<file path="config.mk">
export PLATFORM = sky130hd
export DESIGN_NAME = mem_loader
export DESIGN_NICKNAME = d
export VERILOG_FILES = /design/src/rtl/mem_loader.sv
export SDC_FILE = /design/constraint.sdc
export NUM_CORES = 1
export LEC_CHECK = 0
export ABC_AREA = 1
export ABC_CLOCK_PERIOD_IN_PS = 2600
export BUFFER_PORTS_ARGS = -buffer_cell sky130_fd_sc_hd__buf_2
export CAP_MARGIN = 40
export CORE_UTILIZATION = 47
export CTS_CLUSTER_DIAMETER = 200
export DETAILED_ROUTE_END_ITERATION = 16
export PLACE_DENSITY = 0.82
export SLEW_MARGIN = 10
export SYNTH_ARGS = -nofsm -noshare
export SYNTH_HDL_FRONTEND = slang
export SYNTH_SLANG_ARGS = --single-unit
</file>
<file path="constraint.sdc">
create_clock -name clk -period 2.6 [get_ports clk]
set_input_delay 0.52 -clock clk [delete_from_list [all_inputs] [get_ports clk]]
set_output_delay 0.52 -clock clk [all_outputs]
set_load 0.01 [all_outputs]
</file>
<file path="src/rtl/mem_loader.sv">
// Boot-time image loader: streams words into up to NUM_TARGETS BRAMs and stalls the core until done.
// Optional MEM_LOADER_CHECKSUM_EN adds a running checksum and an end-of-image checksum compare.
module mem_loader #(
    parameter  int DATA_WIDTH  = 32,
    parameter  int ADDR_WIDTH  = 12,
    parameter  int NUM_TARGETS = 2,
    parameter  int DEPTH_WORDS = 1024,
    localparam int SEL_W       = (NUM_TARGETS > 1) ? $clog2(NUM_TARGETS) : 1,
    localparam int CNT_W       = $clog2(DEPTH_WORDS) + 1,
    localparam int BE_W        = DATA_WIDTH / 8
) (
    input  logic                         clk,
    input  logic                         rst,
    input  logic                         start,
    input  logic                         s_valid,
    output logic                         s_ready,
    input  logic [DATA_WIDTH-1:0]        s_data,
    input  logic [SEL_W-1:0]             s_sel,
    input  logic                         s_last,
    output logic [ADDR_WIDTH-1:0]        w_addr,
    output logic [DATA_WIDTH-1:0]        w_dat,
    output logic [NUM_TARGETS-1:0]       w_enb,
    output logic [BE_W-1:0]              w_byte_enb,
    output logic [NUM_TARGETS*CNT_W-1:0] word_count,
    output logic                         cpu_stall,
    output logic                         load_done,
`ifdef MEM_LOADER_CHECKSUM_EN
    input  logic [DATA_WIDTH-1:0]        expected_sum,
    output logic [DATA_WIDTH-1:0]        checksum,
`endif
    output logic                         load_err
);

    typedef enum logic [1:0] {IDLE, LOAD, DONE, ERROR} state_t;

    state_t           state, state_next;
    logic [CNT_W-1:0] count [NUM_TARGETS];
    logic [CNT_W-1:0] count_sel;
    logic             sel_ok, room_ok, accept, legal, sum_ok, clear;

    // Counter of the addressed target; out-of-range selects read as 0 and are rejected by sel_ok.
    always_comb begin
        // NOTE: every always_comb output gets a default first so no latch is inferred.
        count_sel = '0;
        for (int i = 0; i < NUM_TARGETS; i++) begin
            if (s_sel == SEL_W'(i)) count_sel = count[i];
        end
    end

    assign sel_ok  = (32'(s_sel) < NUM_TARGETS);
    assign room_ok = (count_sel < CNT_W'(DEPTH_WORDS));
    assign accept  = s_valid & s_ready;
    assign legal   = accept & sel_ok & room_ok;

`ifdef MEM_LOADER_CHECKSUM_EN
    logic [DATA_WIDTH-1:0] sum_q;
    assign checksum = sum_q;
    assign sum_ok   = ((sum_q + s_data) == expected_sum);
`else
    assign sum_ok   = 1'b1;
`endif

    always_ff @(posedge clk) begin
        if (rst) state <= IDLE;
        else     state <= state_next;
    end

    always_comb begin
        state_next = state;
        s_ready    = 1'b0;
        clear      = 1'b0;
        case (state)
            LOAD: begin
                s_ready = 1'b1;
                if (accept) begin
                    if (!legal)      state_next = ERROR;
                    else if (s_last) state_next = sum_ok ? DONE : ERROR;
                end
            end
            IDLE, DONE, ERROR: begin
                if (start) begin
                    state_next = LOAD;
                    clear      = 1'b1;
                end
            end
            default: state_next = IDLE;
        endcase
    end

    assign load_done = (state == DONE);
    assign cpu_stall = (state != DONE);
    assign load_err  = (state == ERROR);

    // Write port is registered: one write per legal beat, zeroed in every other cycle.
    always_ff @(posedge clk) begin
        if (rst) begin
            w_enb      <= '0;
            w_addr     <= '0;
            w_dat      <= '0;
            w_byte_enb <= '0;
            // NOTE: the counter array is tiny register state, so it is reset explicitly.
            for (int i = 0; i < NUM_TARGETS; i++) count[i] <= '0;
`ifdef MEM_LOADER_CHECKSUM_EN
            sum_q      <= '0;
`endif
        end else begin
            // NOTE: non-blocking assignments keep all sequential updates on the same edge.
            w_enb      <= '0;
            w_addr     <= '0;
            w_dat      <= '0;
            w_byte_enb <= '0;
            if (clear) begin
                for (int i = 0; i < NUM_TARGETS; i++) count[i] <= '0;
`ifdef MEM_LOADER_CHECKSUM_EN
                sum_q <= '0;
`endif
            end else if (legal) begin
                w_enb      <= NUM_TARGETS'(1) << s_sel;
                w_addr     <= ADDR_WIDTH'(count_sel) * ADDR_WIDTH'(BE_W);
                w_dat      <= s_data;
                w_byte_enb <= '1;
                for (int i = 0; i < NUM_TARGETS; i++) begin
                    if (s_sel == SEL_W'(i)) count[i] <= count[i] + CNT_W'(1);
                end
`ifdef MEM_LOADER_CHECKSUM_EN
                sum_q <= sum_q + s_data;
`endif
            end
        end
    end

    always_comb begin
        word_count = '0;
        for (int i = 0; i < NUM_TARGETS; i++) word_count[i*CNT_W +: CNT_W] = count[i];
    end

endmodule

</file>
# Word-level counts from Yosys, hierarchy flattened
# Memory sizes are Yosys's and may differ from the RTL's.
# Index checks and enable logic that the tools add are counted.
word_totals:
  register_bits: 52
  ramBits: 22
  out_inout_bits: 76
  elab_cells: 59
  n_memories: 1
classes:
  n_addsub: 2
  order_cmp: 1
  n_eq_ne: 7
  shift: 1
  n_mux: 29
  bitwise_logic: 7
  reduce_logical: 5
mem_list:
  columns: ["name", "words", "word_bits", "read_ports", "rd_ports_with_merged_regs", "wr", "line_no", "source"]
  rows:
  - ["count", 2, 11, 2, 0, 2, "37", "logic [CNT_W-1:0] count [NUM_TARGETS];"]
op_table:
  columns: ["op", "count"]
  rows:
  - ["two-way mux 11 bit", 5]
  - ["adder 11 x 1 -> 11 bit (second input constant)", 2]
  - ["two-way mux 1 bit", 18]
  - ["less-than comparator 11 bit (second input constant)", 1]
  - ["two-way mux 2 bit", 4]
  - ["inequality test 2 bit (second input constant)", 3]
  - ["OR reduction 3 bit", 2]
  - ["== test 2 bit (second input constant)", 2]
  - ["two-way mux 4 bit", 1]
  - ["bitwise OR 1 bit", 4]
  - ["one-hot mux 2 bit (2 select lines)", 1]
  - ["inequality test 3 bit (second input constant)", 1]
  - ["AND reduction 3 bit", 1]
  - ["AND 1 bit", 2]
  - ["== test 2 x 1 -> 1 bit (second input constant)", 1]
  - ["zero test 2 bit", 1]
  - ["OR reduction 2 bit", 1]
  - ["<< shifter 1 x 1 -> 2 bit (first input constant)", 1]
  - ["inverter 1 bit", 1]

# Depth between registers and ports, before layout
# Gate-level depths: netlist of the first run.
logic_depth:
  depth_word: 9
  ltp_mapped: 9
  depth_no_buf: 9

# Worst setup path after synthesis of the first run
# Ideal clock, no wire load.
synth_timing:
  kind: "input to register"
  start: "in s_valid"
  end: "mem count[0][0] in the netlist's numbering, enable pin"
  arrival_ps: 1661
  required_time_ps: 2206
  slack_ps: 544
  cell_stages: 4
  cell_sequence: "inv_1 nor2_4 nand2_2 o21ai_0"
synth_rtl:
  columns: ["element", "line_no", "source"]
  rows:
  - ["start: declaration", "15", "input logic s_valid,"]
  - ["end: declaration", "37", null]

==> results of run 1 <==
==> report_power, final <==
group	internal [mW]	switching, mW
registers	1.16	0.0408
clock network	0.431	0.373
logic	0.0800	0.122
==> layer usage <==
| layer | vias up | wire length (um) | global-route usage | part of all wire |
|---|---|---|---|---|
| met5 | - | 0 | 0 | 0 |
| met4 | 0 | 146 | 0.0962 | 0.026 |
| met3 | 22 | 565 | 0.0631 | 0.10 |
| met2 | 129 | 2630 | 0.331 | 0.47 |
| met1 | 1026 | 2300 | 0.234 | 0.41 |
| li1 | 1139 | - | - | - |
==> state kept, by name, indices dropped and copies added (netlist names) <==
name	cells
w_addr	10
count	22
w_dat	32
w_enb	2
state	2
w_byte_enb	1
==> layout make-up <==
type | instances | area, um^2
well taps | 72 | 90.1
multi-input cells | 164 | 757
clock buffers | 15 | 178
flip-flops and latches | 69 | 1600
fillers | 484 | 2060
clock inverters | 1 | 5.00
inverters | 57 | 214
repair buffers | 113 | 571
==> final timing paths <==
check                             startpoint           end  slack, ns  cells after the start
worst min register to register      state[0]      state[0]       0.51                      2
worst max-delay path            count[0][21]  count[0][13]       0.78                      7
worst min-delay path              s_data[16]     w_dat[16]       0.39                      3
worst max register to register  count[0][21]  count[0][13]       0.78                      7
==> worst max-delay path, cell delays in order (launching register included) <==
cell and delay (ns):
edfxtp_1 0.45, inv_1 0.09, nand2_1 0.06, nand2_2 0.09
nand2_2 0.11, nor2_8 0.17, nand2_4 0.11, nand2_1 0.39
==> kinds of logic after synthesis <==
family          count (synthesis)
buf+inv                        68
xor+xnor                        3
compound gates                 28
flops                          69
other cells                     1
fa+ha+maj                       2
simple gates                  129
==> cell usage after synthesis (all sizes together) <==
| cell | n | area [um^2] |
|---|---|---|
| inv | 57 | 214 |
| or2 | 1 | 6.26 |
| nor3 | 5 | 25.0 |
| buf | 11 | 91.3 |
| nand3 | 10 | 50.1 |
| xnor2 | 1 | 8.76 |
| nand4 | 1 | 6.26 |
| o21ai | 12 | 60.1 |
| a21oi | 16 | 80.1 |
| nor2 | 59 | 245 |
| dfxtp | 47 | 941 |
| nand3b | 2 | 15.0 |
| nand2 | 50 | 203 |
| conb | 1 | 3.75 |
| edfxtp | 22 | 661 |
| nor3b | 1 | 7.51 |
| xor2 | 2 | 17.5 |
| ha | 2 | 25.0 |
==> per-stage QoR <==
step	total power, mW	hold WS (ns)	area (um^2)	utilization
floorplan	1.33	0.446	2660	-
global placement	1.42	0.471	3230	0.591
detailed placement	1.42	0.498	3230	0.591
CTS	2.22	0.379	3420	0.624
global route	2.30	0.384	3420	0.624
finish	2.20	0.391	3420	0.624
==> impl_metrics.json, run 1 <==
{
  "synth_xor_area_frac": 0.00988,
  "post_cts_buffers": 0,
  "dr.pass1.iters": 5,
  "grt_pass1_vias": 2127,
  "gp_congestion": 0.830,
  "required_ns": 2.57,
  "slew_violations": 0,
  "grt_pass1_wl_um": 9280,
  "place_ws_ns": 0.634,
  "hold_viol_final": 0,
  "synth-seq-area-share": 0.602,
  "hold_path_class": "in -> reg",
  "syn_area_per_cell_um2": 8.87,
  "drt_iter0_drc": 119,
  "synthAdderAreaFrac": 0.00941,
  "ir_drop_v": 0.000497,
  "ios": 114,
  "nets": 454,
  "cts_resized": 0,
  "final_cell_mix": "buf_2 (111), nor2_1 (57), inv_1 (56), dfxtp_1 (47), nand2_1 (46)",
  "syn_to_final_growth_pct": 28.4,
  "ys_ff_latch": 69,
  "insertion_delay_ns": 0.34,
  "fin_skew_ns": 0.0158,
  "portBuffers": 111,
  "wirelength_um": 5640,
  "period_minus_slack_ns": 1.82,
  "crit_arrival_ns": 1.79,
  "fp.coreArea_um2": 5470,
  "path_clk_slew_ns": 0.07,
  "cts_sinks": 69,
  "synth_compound_gate_area_share": 0.0527,
  "die_area_um2": 5960,
  "row_count": 27,
  "postRouteAntennaNets": 0,
  "instances_no_fill": 491,
  "dp_hpwl_um": 4000,
  "final_common_cell": "buf_2",
  "fp.dieH_um": 77.2,
  "setup_tns_ns": 0,
  "rsz0062_at_grt": "false",
  "outcome": "finished clean",
  "synth_top_family_by_area": "simple AND/OR/NAND/NOR gates",
  "cts-htree-levels": 3,
  "endpoint_kind": "flip-flop",
  "path_class": "reg -> reg",
  "synth_area_um2": 2660,
  "dp.cells": 475,
  "vias": 2316,
  "clockRootBuffer": "clkbuf_8",
  "route.detailed.drc": 0,
  "synthSimpleGateAreaFrac": 0.210,
  "antenna_cells": 0,
  "viasPerCell": 4.72,
  "ctsHoldBuffers": 0,
  "gr-total-overflow": 0,
  "setup_viol": 0,
  "drive_gt1_frac": 0.317,
  "max_freq_mhz": 551,
  "worst_slew_pin_slew_ns": 0.672,
  "setup_ws_ns": 0.784,
  "post_drt_wl_per_cell_um": 11.5,
  "leakage_nw": 1.81,
  "fin_crit_sh": 0.699,
  "tritoncts": "done",
  "die_w_um": 77.2,
  "worst_setup_path_start_kind": "flip-flop",
  "cap_violations": 0,
  "grt_antenna_before_repair": 0,
  "slew_headroom": 0.551,
  "syn_inst": 300,
  "track_usage": 0.200,
  "power_density_nw_per_um2": 645,
  "yosysWarnings": 0,
  "grt_max_degree": 48,
  "synthMuxAreaShare": 0,
  "clockBufferDepth": 2,
  "critPathMaxFanout": 11,
  "cts_buffers": 9,
  "ys_types": 26,
  "start_util": 0.486
}
Note: power is estimated with default switching activity, not from simulation.
==> run 2: changes to the inputs <==
--- a/config.mk
+++ b/config.mk
@@ -6,13 +6,13 @@
 export NUM_CORES = 1
 export LEC_CHECK = 0
 export ABC_AREA = 1
-export ABC_CLOCK_PERIOD_IN_PS = 2600
+export ABC_CLOCK_PERIOD_IN_PS = 1480
 export BUFFER_PORTS_ARGS = -buffer_cell sky130_fd_sc_hd__buf_2
 export CAP_MARGIN = 40
-export CORE_UTILIZATION = 47
+export CORE_UTILIZATION = 42
 export CTS_CLUSTER_DIAMETER = 200
 export DETAILED_ROUTE_END_ITERATION = 16
-export PLACE_DENSITY = 0.82
+export PLACE_DENSITY = 0.78
 export SLEW_MARGIN = 10
 export SYNTH_ARGS = -nofsm -noshare
 export SYNTH_HDL_FRONTEND = slang
==> constraint.sdc (replaced) <==
create_clock -name clk -period 1.48 [get_ports clk]
set_input_delay 0.296 -clock clk [delete_from_list [all_inputs] [get_ports clk]]
set_output_delay 0.296 -clock clk [all_outputs]
set_load 0.01 [all_outputs]
==> run 2 against run 1 <==
Effect of this change: register-to-register slack worse by 0.78 ns; clock skew is 0.0094 ns lower; critical path depth rose by 2; worst setup slack got worse by 0.78 ns; clock power is 120% higher; combinational power is 130% higher; global-route usage shrank 1.7 points; cell count grew 6.1%; critical path type unchanged; critical endpoint is now count[0][2]; largest cell class unchanged.
==> impl_metrics.json, run 2 (synthesis gave the netlist of run 1 again) <==
{
  "outcome": "finished clean",
  "nets": 481,
  "antenna_cells": 0,
  "holdWs_ns": 0.166,
  "drive_gt1_frac": 0.404,
  "min_to": "w_dat[14]",
  "dp.cells": 495,
  "row_count": 28,
  "final_cell_mix": "buf_2 (111), inv_1 (56), nor2_1 (53), dfxtp_1 (47), nand2_1 (44)",
  "instances_no_fill": 521,
  "gr-total-overflow": 0,
  "largest_register": "w_dat",
  "insertion_delay_ns": 0.33,
  "ctsHoldBuffers": 0,
  "tritoncts": "done",
  "vias": 2376,
  "viasPerCell": 4.56,
  "largest_reg_flops": 32,
  "dr.pass1.iters": 5,
  "max_freq_mhz": 679,
  "fp.dieH_um": 81.6,
  "rsz0062_at_grt": "true",
  "cap_violations": 0,
  "fin_skew_ns": 0.00635,
  "cts-htree-levels": 3,
  "final_common_cell": "buf_2",
  "start_util": 0.441,
  "route.detailed.drc": 0,
  "slew_violations": 0,
  "fp.coreArea_um2": 6030,
  "gp_congestion": 0.814,
  "clockRootBuffer": "clkbuf_8",
  "post_drt_wl_per_cell_um": 12.1,
  "leakage_nw": 2.02,
  "drt_iter0_drc": 119,
  "rr_worst_depth": 9,
  "setup_tns_ns": 0,
  "power_density_nw_per_um2": 1120,
  "wl_met3_um": 461,
  "required_ns": 1.57,
  "die_area_um2": 6660,
  "cts_buffers": 9,
  "portBuffers": 111,
  "clockBufferDepth": 2,
  "dr_wl_met2_um": 3150,
  "grt_pass1_wl_um": 9170,
  "fin_area_um2": 3840,
  "cts_sinks": 69,
  "grt_antenna_before_repair": 0,
  "worst_setup_path_start_kind": "flip-flop",
  "largestRegisters": "w_dat: 32 flops, count: 22 flops, w_addr: 10 flops",
  "path_class": "reg -> reg",
  "hold_viol_final": 0,
  "grt_pass1_vias": 2188,
  "syn_to_final_growth_pct": 44.4,
  "path_clk_slew_ns": 0.07,
  "rrSetupSlack_ns": 0.008,
  "critPathMaxFanout": 12,
  "drt-met1-wl_um": 2610,
  "wirelength_um": 6290,
  "hp-start": "s_data[14]",
  "hold_path_class": "in -> reg",
  "die_w_um": 81.6,
  "crit_arrival_ns": 1.56,
  "reg2reg_to": "count[0][2]",
  "postRouteAntennaNets": 0,
  "track_usage": 0.183,
  "hold_path_depth": 3,
  "grt_max_degree": 48,
  "rr_startpoint": "count[0][21]",
  "endpoint_kind": "flip-flop",
  "period_minus_slack_ns": 1.47,
  "fin_crit_sh": 0.995,
  "place_area_um2": 3380,
  "dp_hpwl_um": 4280,
  "setup_viol": 0,
  "ios": 114,
  "route.top_layer_used": "met4",
  "ir_drop_v": 0.000893,
  "utilization": 0.637
}
-- run 2: where the power goes --
group,switching (mW),internal [mW],leakage (nW),total [mW]
logic,0.255,0.213,1.28,0.468
clock network,0.700,1.05,0.120,1.75
registers,0.0609,2.03,0.621,2.09
total,1.02,3.29,2.02,4.31
-- run 2: timing repair --
item                                    4_1_cts  5_1_grt
buffers inserted                              0        7
resized for setup                             6       22
hold endpoints to repair                      0        0
endpoints found under the setup margin       27       18
pin swaps                                     0        5
cloned                                        0        3
-- run 2: per-stage QoR --
step	worst slack [ns]	total power [mW]
6_report	0.00777	4.31
2_1_floorplan	-0.00689	2.34
3_5_place_dp	-0.0463	2.55
3_3_place_gp	-0.00407	2.54
4_1_cts	0.000156	4.30
5_1_grt	-0.146	4.50
-- run 2: worst max-delay path, cell delays in order, from the launching register on --
cell,delay (ns)
edfxtp_1,0.35
inv_1,0.05
nand2_1,0.07
nand2_2,0.06
buf_4,0.13
nand3b_1,0.10
buf_6,0.16
buf_6,0.12
clkbuf_16,0.15
nor2_1,0.04
-- run 2: how the worst max path moves through the flow --
stage | start | end | slack, ns | cells past startpoint
global route | count[0][11] | count[0][19] | -0.15 | 6
finish | count[0][21] | count[0][2] | 0.008 | 9
global placement | s_sel | count[0][3] | -0.004 | 6
detailed placement | s_sel | count[0][11] | -0.05 | 9
CTS | count[0][21] | w_addr[7] | 0.0002 | 9
floorplan | count[0][21] | count[0][0] | -0.007 | 5
-- run 2: layer usage --
metal | up-vias | GRT usage
li1 | 1192 | -
met1 | 1090 | 0.204
met2 | 86 | 0.320
met3 | 8 | 0.0578
met4 | 0 | 0.0772
met5 | - | 0
-- run 2: area by class of cell --
type                    instances  area [um^2]
fillers                       516         2190
inverters                      57          216
repair buffers                140          861
flip-flops and latches         69         1600
well taps                      75         93.8
clock buffers                  11          151
multi-input cells             164          836
clock inverters                 5         80.1
==> run 3: changes to the inputs <==
--- a/config.mk
+++ b/config.mk
@@ -9,10 +9,10 @@
 export ABC_CLOCK_PERIOD_IN_PS = 1480
 export BUFFER_PORTS_ARGS = -buffer_cell sky130_fd_sc_hd__buf_2
 export CAP_MARGIN = 40
-export CORE_UTILIZATION = 42
+export CORE_UTILIZATION = 30
 export CTS_CLUSTER_DIAMETER = 200
 export DETAILED_ROUTE_END_ITERATION = 16
-export PLACE_DENSITY = 0.78
+export PLACE_DENSITY = 0.6
 export SLEW_MARGIN = 10
 export SYNTH_ARGS = -nofsm -noshare
 export SYNTH_HDL_FRONTEND = slang
==> run 3 against run 2 <==
Effect of this change: sequential power is essentially flat; critical path type is now reg -> out; critical endpoint is now word_count[12]; fmax is 0.63% higher; core utilization is 19 points lower; sequential cell count stayed put; clock skew rose by 0.00076 ns; non-clock buffer count down 3; highest routed layer unchanged; clock-buffer cell count is 5 higher; critical path depth decreased by 6; largest cell class unchanged; total power down 5.5%; sequential share of layout area up 0.63 points; largest power group unchanged.
==> impl_metrics.json, run 3 (synthesis gave the netlist of run 1 again) <==
{
  "insertion_delay_ns": 0.33,
  "combPwrFrac": 0.113,
  "clockRootBuffer": "clkbuf_8",
  "grt_antenna_before_repair": 0,
  "dr.pass1.iters": 4,
  "fp.dieH_um": 96.2,
  "antenna_cells": 0,
  "hold_viol_final": 0,
  "path_class": "reg -> out",
  "start_util": 0.317,
  "holdWs_ns": 0.166,
  "nets": 478,
  "grt.busiest_layer": "met2",
  "die_area_um2": 9250,
  "place_area_um2": 3440,
  "tritoncts": "done",
  "track_usage": 0.136,
  "clock_power_share": 0.372,
  "wirelength_um": 6060,
  "grt_max_degree": 18,
  "drt_iter0_drc": 87,
  "cap_violations": 0,
  "ir_drop_v": 0.000451,
  "row_count": 33,
  "critPathMaxFanout": 3,
  "cts-htree-levels": 3,
  "ios": 114,
  "crit_arrival_ns": 1.17,
  "cts_buffers": 9,
  "seq_power_share": 0.515,
  "drive_gt1_frac": 0.402,
  "vias": 2290,
  "setup_viol": 0,
  "fin_crit_sh": 0.989,
  "period_minus_slack_ns": 1.46,
  "leakage_nw": 1.97,
  "use_met1": 0.173,
  "cts_sinks": 69,
  "fp.coreArea_um2": 8380,
  "clockBufferDepth": 2,
  "outcome": "finished clean",
  "fin_area_um2": 3780,
  "rr_worst_depth": 8,
  "worst_setup_path_start_kind": "flip-flop",
  "largest_reg_flops": 32,
  "max_freq_mhz": 684,
  "grtUsageMet2": 0.202,
  "slew_violations": 0,
  "totalPowerFinal_mw": 4.07,
  "utilization": 0.451,
  "required_ns": 1.18,
  "endpoint_kind": "output port",
  "grt_pass1_vias": 2005,
  "ctsHoldBuffers": 0,
  "fin_skew_ns": 0.00711,
  "gr-total-overflow": 0,
  "power_density_nw_per_um2": 1080,
  "hold_path_depth": 3,
  "portBuffers": 111,
  "final_common_cell": "buf_2",
  "die_w_um": 96.2,
  "path_clk_slew_ns": 0.07,
  "grt_pass1_wl_um": 9340,
  "viasPerCell": 4.18,
  "route.detailed.drc": 0,
  "met3_usage": 0.0537,
  "rrSetupSlack_ns": 0.07,
  "hold_path_class": "in -> reg",
  "final_cell_mix": "buf_2 (111), inv_1 (54), nor2_1 (52), dfxtp_1 (47), nand2_1 (42)",
  "p_int_mw": 3.09,
  "rsz0062_at_grt": "true",
  "switchingPower_mw": 0.980,
  "syn_to_final_growth_pct": 42.2,
  "n_fill_cell": 849,
  "post_drt_wl_per_cell_um": 11.1,
  "largestRegisters": "w_dat: 32 flops, count: 22 flops, w_addr: 10 flops",
  "largest_register": "w_dat",
  "gp_congestion": 0.774,
  "dp_hpwl_um": 4520,
  "p_sw_frac": 0.241,
  "postRouteAntennaNets": 0
}
==> run 3: changes by cell type in the layout (fill, tap and decap cells not counted), moves of 2 or more <==
cell / before / now
bufinv_16: 2 / 0
clkbuf_1: 0 / 3
clkbuf_16: 3 / 1
inv_1: 56 / 54
inv_2: 0 / 2
nand2_1: 44 / 42
o21ai_0: 7 / 4
o21ai_1: 1 / 3
==> run 3: per-layer routing <==
metal  up-vias  share of wire
li1       1184              -
met1      1013           0.45
met2        83           0.45
met3        10          0.080
met4         0          0.016
met5         -              0
==> run 3: what timing repair did <==
| item | CTS | global route |
|---|---|---|
| buffers inserted | 0 | 3 |
| resized for setup | 2 | 36 |
| pin swaps | 0 | 8 |
| setup endpoints to repair | 25 | 76 |
==> run 3: critical path: stages (launching register included) <==
cell,delay (ns)
edfxtp_1,0.42
buf_4,0.16
buf_4,0.12
buf_2,0.14
==> run 3: per-stage QoR <==
stage | worst slack, ns | TNS, ns | instances
2_1_floorplan | -0.00689 | -0.0758 | 301
3_3_place_gp | -0.0312 | -0.453 | 529
3_5_place_dp | -0.0411 | -0.919 | 529
4_1_cts | -0.0475 | -0.955 | 545
5_1_grt | -0.0790 | -2.61 | 548
6_report | 0.0170 | 0 | 548
==> run 3: final cells by class <==
| class | count | area, um^2 | area share |
|---|---|---|---|
| sequential | 69 | 1600 | 0.423 |
| clock buffer | 16 | 201 | 0.0533 |
| tap | 105 | 131 | 0.0347 |
| timing repair buffer | 137 | 773 | 0.204 |
| inverter | 57 | 216 | 0.0572 |
| multi-input combinational | 164 | 858 | 0.227 |
==> run 3: path summary, 6_finish.rpt <==
kind                startpoint        endpoint
setup / recovery  count[0][12]  word_count[12]
setup reg to reg      state[1]       w_dat[12]
hold / removal      s_data[22]       w_dat[22]
hold reg to reg       state[1]        state[1]
==> run 3: power groups by stage <==
stage	combinational (mW)	clock (mW)	sequential, mW
after floorplan	0.170	0	2.17
after global placement	0.420	0	2.13
after detailed placement	0.425	0	2.14
after CTS	0.427	1.57	2.09
after global routing	0.515	1.65	2.11
final	0.459	1.52	2.09
